==> src/rtl/exe_stage.sv <==
// exe_stage -- EXE pipeline stage.
//
// Latches the ID->EXE bundle, evaluates the one-hot ALU operation
// (single-cycle multiply, iterative restoring divider), issues the data-RAM
// request, returns the bypass/wake-up bundle to ID and forwards the MEM bundle.
//
// Ports:
//   clk, reset          : clock, synchronous active-high reset
//   ID_to_EXE_bus[160:0]: instruction bundle from ID
//   ID_to_EXE_valid     : ID offers an instruction
//   EXE_allow_in        : EXE accepts an instruction this cycle
//   MEM_allow_in        : MEM accepts an instruction this cycle
//   EXE_to_MEM_valid    : EXE offers a finished instruction to MEM
//   EXE_to_MEM_bus[76:0]: bundle to MEM
//   EXE_to_BY_bus[39:0] : bypass / wake-up bundle to ID
//   data_sram_*         : data RAM request (enable, byte enables, addr, wdata)
module exe_stage #(
  parameter int DIV_ITER = 32
) (
  input  logic         clk,
  input  logic         reset,
  input  logic [160:0] ID_to_EXE_bus,
  input  logic         ID_to_EXE_valid,
  output logic         EXE_allow_in,
  input  logic         MEM_allow_in,
  output logic         EXE_to_MEM_valid,
  output logic [76:0]  EXE_to_MEM_bus,
  output logic [39:0]  EXE_to_BY_bus,
  output logic         data_sram_en,
  output logic [3:0]   data_sram_we,
  output logic [31:0]  data_sram_addr,
  output logic [31:0]  data_sram_wdata
);

  localparam int CNT_W = $clog2(DIV_ITER + 1);

  // ---------------------------------------------------------------------------
  // Pipeline registers
  // ---------------------------------------------------------------------------
  logic         exe_valid_reg;
  logic [160:0] bus_reg;

  always_ff @(posedge clk) begin
    if (reset) begin
      exe_valid_reg <= 1'b0;
      bus_reg       <= '0;
    end else begin
      if (EXE_allow_in)
        exe_valid_reg <= ID_to_EXE_valid;
      if (ID_to_EXE_valid && EXE_allow_in)
        bus_reg <= ID_to_EXE_bus;
    end
  end

  // Field unpacking
  logic [2:0]  rf_w_data_valid_stage;
  logic        rf_w_en;
  logic        rf_w_data_sel;
  logic [1:0]  ram_wd;
  logic        ram_we;
  logic        ram_en;
  logic [31:0] ram_wdata;
  logic [4:0]  rf_w_addr;
  logic [18:0] alu_op;
  logic [31:0] src2;
  logic [31:0] src1;
  logic [31:0] inst_pc;

  assign rf_w_data_valid_stage = bus_reg[160:158];
  assign rf_w_en               = bus_reg[157];
  assign rf_w_data_sel         = bus_reg[156];
  assign ram_wd                = bus_reg[155:154];
  assign ram_we                = bus_reg[153];
  assign ram_en                = bus_reg[152];
  assign ram_wdata             = bus_reg[151:120];
  assign rf_w_addr             = bus_reg[119:115];
  assign alu_op                = bus_reg[114:96];
  assign src2                  = bus_reg[95:64];
  assign src1                  = bus_reg[63:32];
  assign inst_pc               = bus_reg[31:0];

  // ---------------------------------------------------------------------------
  // Divider
  // ---------------------------------------------------------------------------
  typedef enum logic [1:0] {
    DIV_IDLE = 2'd0,
    DIV_BUSY = 2'd1,
    DIV_DONE = 2'd2
  } div_state_t;

  div_state_t       div_state_reg;
  logic [CNT_W-1:0] div_cnt_reg;
  logic [31:0]      div_rem_reg;    // partial remainder
  logic [31:0]      div_quo_reg;    // dividend shifts out the top, quotient shifts in
  logic [31:0]      div_dvs_reg;    // divisor magnitude
  logic             div_neg_q_reg;
  logic             div_neg_r_reg;
  logic [31:0]      div_q_res_reg;
  logic [31:0]      div_r_res_reg;

  logic        is_div;
  logic        div_signed;
  logic        src1_neg;
  logic        src2_neg;
  logic [31:0] src1_abs;
  logic [31:0] src2_abs;

  assign is_div     = |alu_op[18:15];
  assign div_signed = alu_op[15] | alu_op[16];
  assign src1_neg   = div_signed & src1[31];
  assign src2_neg   = div_signed & src2[31];
  assign src1_abs   = src1_neg ? (32'd0 - src1) : src1;
  assign src2_abs   = src2_neg ? (32'd0 - src2) : src2;

  // One restoring step: bring in the next dividend bit and try to subtract.
  // Bit 32 of the trial difference is the borrow (partial remainder < divisor).
  logic [32:0] step_shift;
  logic [32:0] step_trial;
  logic [31:0] step_rem;
  logic [31:0] step_quo;

  assign step_shift = {div_rem_reg, div_quo_reg[31]};
  assign step_trial = step_shift - {1'b0, div_dvs_reg};
  assign step_rem   = step_trial[32] ? step_shift[31:0] : step_trial[31:0];
  assign step_quo   = {div_quo_reg[30:0], ~step_trial[32]};

  always_ff @(posedge clk) begin
    if (reset) begin
      div_state_reg <= DIV_IDLE;
      div_cnt_reg   <= '0;
      div_rem_reg   <= '0;
      div_quo_reg   <= '0;
      div_dvs_reg   <= '0;
      div_neg_q_reg <= 1'b0;
      div_neg_r_reg <= 1'b0;
      div_q_res_reg <= '0;
      div_r_res_reg <= '0;
    end else begin
      case (div_state_reg)
        DIV_IDLE: begin
          if (exe_valid_reg && is_div) begin
            div_state_reg <= DIV_BUSY;
            div_cnt_reg   <= CNT_W'(DIV_ITER);
            div_rem_reg   <= '0;
            div_quo_reg   <= src1_abs;
            div_dvs_reg   <= src2_abs;
            // A zero divisor must yield an all-ones quotient, which the raw
            // restoring loop already produces, so no sign fix-up there.
            div_neg_q_reg <= (src1_neg ^ src2_neg) & (src2 != 32'd0);
            div_neg_r_reg <= src1_neg;
          end
        end
        DIV_BUSY: begin
          div_rem_reg <= step_rem;
          div_quo_reg <= step_quo;
          div_cnt_reg <= div_cnt_reg - 1'b1;
          if (div_cnt_reg == CNT_W'(1)) begin
            div_state_reg <= DIV_DONE;
            div_q_res_reg <= div_neg_q_reg ? (32'd0 - step_quo) : step_quo;
            div_r_res_reg <= div_neg_r_reg ? (32'd0 - step_rem) : step_rem;
          end
        end
        DIV_DONE: begin
          if (MEM_allow_in)
            div_state_reg <= DIV_IDLE;
        end
        default: div_state_reg <= DIV_IDLE;
      endcase
    end
  end

  // ---------------------------------------------------------------------------
  // ALU
  // ---------------------------------------------------------------------------
  logic [4:0]  shamt;
  logic [63:0] prod_u;
  logic [31:0] mulh_res;
  logic [31:0] op_res [19];
  logic [31:0] alu_result;

  assign shamt  = src2[4:0];
  assign prod_u = {32'd0, src1} * {32'd0, src2};
  // Signed high word from the unsigned product: subtract the other operand
  // once for each operand whose sign bit is set (mod 2^32).
  assign mulh_res = prod_u[63:32] - (src1[31] ? src2 : 32'd0) - (src2[31] ? src1 : 32'd0);

  assign op_res[0]  = src1 + src2;
  assign op_res[1]  = src1 - src2;
  assign op_res[2]  = {31'd0, $signed(src1) < $signed(src2)};
  assign op_res[3]  = {31'd0, src1 < src2};
  assign op_res[4]  = src1 & src2;
  assign op_res[5]  = src1 | src2;
  assign op_res[6]  = ~(src1 | src2);
  assign op_res[7]  = src1 ^ src2;
  assign op_res[8]  = src1 << shamt;
  assign op_res[9]  = src1 >> shamt;
  assign op_res[10] = $signed(src1) >>> shamt;
  assign op_res[11] = src2;
  assign op_res[12] = prod_u[31:0];
  assign op_res[13] = mulh_res;
  assign op_res[14] = prod_u[63:32];
  assign op_res[15] = div_q_res_reg;
  assign op_res[16] = div_r_res_reg;
  assign op_res[17] = div_q_res_reg;
  assign op_res[18] = div_r_res_reg;

  // One-hot select as an AND-OR tree; an all-zero op yields zero.
  always_comb begin
    alu_result = '0;
    for (int i = 0; i < 19; i++) begin
      if (alu_op[i])
        alu_result = alu_result | op_res[i];
    end
  end

  // ---------------------------------------------------------------------------
  // Handshake and bundles
  // ---------------------------------------------------------------------------
  logic exe_ready_go;
  logic byp_data_valid;

  assign exe_ready_go     = ~is_div | (div_state_reg == DIV_DONE);
  assign EXE_allow_in     = ~exe_valid_reg | (exe_ready_go & MEM_allow_in);
  assign EXE_to_MEM_valid = exe_valid_reg & exe_ready_go;
  assign byp_data_valid   = rf_w_data_valid_stage[0] & exe_ready_go;

  assign EXE_to_MEM_bus = {rf_w_data_valid_stage, rf_w_en, rf_w_data_sel,
                           ram_wd, ram_en, alu_result, rf_w_addr, inst_pc};

  assign EXE_to_BY_bus = {rf_w_addr, alu_result, byp_data_valid,
                          exe_valid_reg, rf_w_en};

  // ---------------------------------------------------------------------------
  // Data RAM request
  // ---------------------------------------------------------------------------
  // Gating with MEM_allow_in means a stalled store only fires on the cycle
  // it is actually handed to MEM, so it is issued exactly once.
  logic [3:0] we_lane;

  assign data_sram_en   = ram_en & exe_valid_reg & MEM_allow_in;
  assign data_sram_addr = alu_result;
  assign data_sram_we   = we_lane & {4{ram_we & data_sram_en}};

  for (genvar gi = 0; gi < 4; gi++) begin : g_lane
    localparam logic [1:0] LANE     = 2'(gi);
    localparam int         HALF_LSB = (gi % 2) * 8;

    assign we_lane[gi] = (ram_wd == 2'b00)
                       | ((ram_wd == 2'b01) & (data_sram_addr[1] == LANE[1]))
                       | ((ram_wd == 2'b10) & (data_sram_addr[1:0] == LANE));

    // Replicate the narrow datum onto every lane it could land in.
    assign data_sram_wdata[gi*8 +: 8] =
        (ram_wd == 2'b01) ? ram_wdata[HALF_LSB +: 8] :
        (ram_wd == 2'b10) ? ram_wdata[7:0]           :
                            ram_wdata[gi*8 +: 8];
  end

endmodule

==> config.mk <==
export PLATFORM = sky130hd
export DESIGN_NAME = exe_stage
export DESIGN_NICKNAME = d
export VERILOG_FILES = /design/src/rtl/exe_stage.sv
export SDC_FILE = /design/constraint.sdc
export NUM_CORES = 2
export LEC_CHECK = 0
export CAP_MARGIN = 20
export CORE_ASPECT_RATIO = 2
export CORE_MARGIN = 2
export CORE_UTILIZATION = 50
export DETAILED_ROUTE_END_ITERATION = 12
export DONT_BUFFER_PORTS = 1
export PLACE_DENSITY = 0.61
export REMOVE_ABC_BUFFERS = 1
export SLEW_MARGIN = 20
export SYNTH_ARGS = -nofsm -noshare
export SYNTH_HDL_FRONTEND = slang
export SYNTH_SLANG_ARGS = --single-unit
==> constraint.sdc <==
create_clock -name clk -period 40.3 [get_ports clk]
set_input_delay 6.045 -clock clk [delete_from_list [all_inputs] [get_ports clk]]
set_output_delay 6.045 -clock clk [all_outputs]
set_load 0.005 [all_outputs]
==> flow_summary.ini <==
[run_status]
status = finished clean

[worst_setup_path]
endpoint_kind = output port
rr_worst_depth = 24
start_kind = register
critPathKind = register to output port
critPathBufInv = 5
cpMaxStageDelayCell = nor2_1
slowest_delay_ns = 0.91
crit_family = adder cells
worst-endpoint-arrival_ns = 13.85
r2r_start = div_quo_reg[31]
path_common_cell = fa_1
r2r_end = div_r_res_reg[28]
rrSetupSlack_ns = 33.60
critPathMaxFanout = 21
required_ns = 34.26

[pwr]
leakage_nw = 29.5
p_int_w = 0.00133
irDropWorstVdd_uv = 141
combPwrFrac_pct = 76.0
cellPowerDensity_nw_per_um2 = 48.8
p_seq_share_pct = 12.1
p_switching_w = 0.00183
pwr-share-clk_pct = 11.9
swShare_pct = 57.8

[synth]
synth_edf_count = 0
netlist_top_cells_area = fa_1 (30%), dfxtp_1 (11%), ha_1 (8.6%)
yosysWarningCount = 0
ys.flop_type = dfxtp_1
ys_ff_latch = 332
syn_inst = 7902
synth.avg_cell_area_um2 = 7.93
yosysSeqAreaShare_pct = 10.6
synth_area_um2 = 62700
yosysMostFrequentCell = inv_1
async_flop_share_pct = 0
synth_top_area_share_pct = 29.7
synth.distinct_cells = 94
synth_common_cells = inv_1 (1095), nand2_1 (1059), nor2_1 (935)
synth_top_cell_by_area = fa_1

[grt]
grt_usage_pct = 48.4
grt_max_degree = 338
first_global_vias = 61403
overflow = 0
antenna_found_initial = 25
grt_pass1_wl_um = 438000

[floorplanning]
core-area_um2 = 124000
rows = 183
dieHeight_um = 505
die_area_um2 = 128000
boundaryPins = 353
initial_core_util_pct = 50.4
die_x_um = 254

[cts]
cts_buffer_depth = 3
cts-root-buf = clkbuf_16
path_clk_slew_ns = 0.06
post-cts-setup-buffers = 0
cts.sinks = 332
cts_tree = done
cts-hold-fix-buffers = 0
htreeDepth = 2
cts_buffers = 36
ctsResizeCount = 0
clk_latency_ns = 0.67

[layout]
area_growth_pct = 3.38
fin_area_um2 = 64800
final_layout_size_suffix_gt1_share_pct = 5.89
fillers = 12380
nNetsFinal = 9008
largest_reg_flops = 161

[route]
drc_errors = 0
wl_per_cell_um = 33.7
antenna_left = 0
drtPass1Iterations = 9
via_per_inst = 6.52
wl_um = 310000
initialDrtViolationCount = 6131
vias = 59949

[timing]
rsz0062_at_grt = no
fmaxAchievable_ghz = 0.0503
fin_setup_tns_ns = 0
setup_viol = 0
final-hold-violation-count = 0
slew_headroom_pct = 5.38
period_share_pct = 49.4
drv_slew = 0
fin_skew_ns = 0.0612
tightestPinTransition_ns = 1.42
fin_crit_ns = 19.90

[placed_design]
dpl.hpwl_um = 239000
gp_congestion = 1.12
port_buffers = 0
placed_area_um2 = 63400

[job]
max_cap_violations = 0

[worst_hold_path]
hold_depth = 2
hold_path_end = bus_reg[75]
worstHoldStart = bus_reg[75]
min_path_type = register to register
-- area by class of cell --
| cell class | count | area, µm² | area share, % |
|---|---|---|---|
| Tap cell | 1665 | 2080 | 3.21 |
| Antenna cell | 23 | 57.6 | 0.0888 |
| Timing Repair Buffer | 214 | 1620 | 2.51 |
| Clock buffer | 45 | 965 | 1.49 |
| Clock inverter | 20 | 288 | 0.444 |
| Sequential cell | 332 | 6670 | 10.3 |
| Multi-Input combinational cell | 5775 | 48900 | 75.5 |
| Inverter | 1124 | 4220 | 6.51 |
-- through the flow --
step	utilization [%]	worst slack [ns]	std cells	total power [W]	hold WS, ns
detailed placement	51.0	21.49	9105	0.00269	0.445
finish	52.1	20.40	9198	0.00316	0.452
global placement	51.0	21.68	9105	0.00268	0.440
floorplan	-	21.31	7231	0.00190	0.425
CTS	52.0	20.81	9170	0.00308	0.453
global route	52.1	20.18	9182	0.00331	0.469
-- layer usage --
layer | wire length [µm] | track usage [%] | share of wire, %
met3 | 29800 | 13.3 | 9.6
met4 | 41900 | 51.0 | 13
met5 | 40 | 0 | 0.013
met2 | 142000 | 76.9 | 46
met1 | 96600 | 49.3 | 31
-- power groups by stage --
stage | sequential, W | combinational, W | clock (W)
after floorplan | 0.000401 | 0.00150 | 0
after global placement | 0.000389 | 0.00229 | 0
after detailed placement | 0.000389 | 0.00230 | 0
after CTS | 0.000382 | 0.00232 | 0.000377
after global routing | 0.000386 | 0.00254 | 0.000388
final | 0.000384 | 0.00240 | 0.000376
-- logic make-up after synthesis --
| family | Yosys count | synth area share, % |
|---|---|---|
| flip-flops | 332 | 10.6 |
| AO/OA/AOI/OAI | 1493 | 15.7 |
| multiplexers | 168 | 3.49 |
| adder cells (fa/ha/maj) | 1360 | 38.3 |
| XOR/XNOR | 247 | 3.45 |
| AND/OR/NAND/NOR | 2507 | 17.0 |
| buffers and inverters | 1795 | 11.5 |
-- worst min-delay path: stages, from the launching register on --
cell,delay [ns]
dfxtp_1,0.31
nand2_1,0.05
a21oi_1,0.05
-- cell usage in the layout (no fill, tap or decap), drive strengths merged, types with 46 or more instances in the layout --
cell and instances:
dfxtp 332, nand3 98, a211oi 90, a22oi 53, nand2b 48, ha 430, a221oi 50, o21ai 232
inv 1109, clkbuf 46, xnor2 173, a21oi 502, nand2 1059, nand4 50, xor2 74, fa 930
a31oi 75, nor2 936, nor3 76, a21o 97, mux2i 97, buf 213
-- worst max path at each step --
| stage | slack, ns | end | cells after the start | startpoint |
|---|---|---|---|---|
| after CTS | 20.81 | EXE_to_BY_bus[33] | 39 | bus_reg[57] |
| after detailed placement | 21.49 | EXE_to_BY_bus[33] | 39 | bus_reg[57] |
| final | 20.40 | EXE_to_BY_bus[32] | 36 | bus_reg[34] |
| after global routing | 20.18 | EXE_to_MEM_bus[67] | 39 | bus_reg[57] |
| after global placement | 21.68 | EXE_to_BY_bus[32] | 39 | bus_reg[57] |
| after floorplan | 21.31 | EXE_to_BY_bus[32] | 36 | bus_reg[66] |
Power figures use the tool's default switching activity.
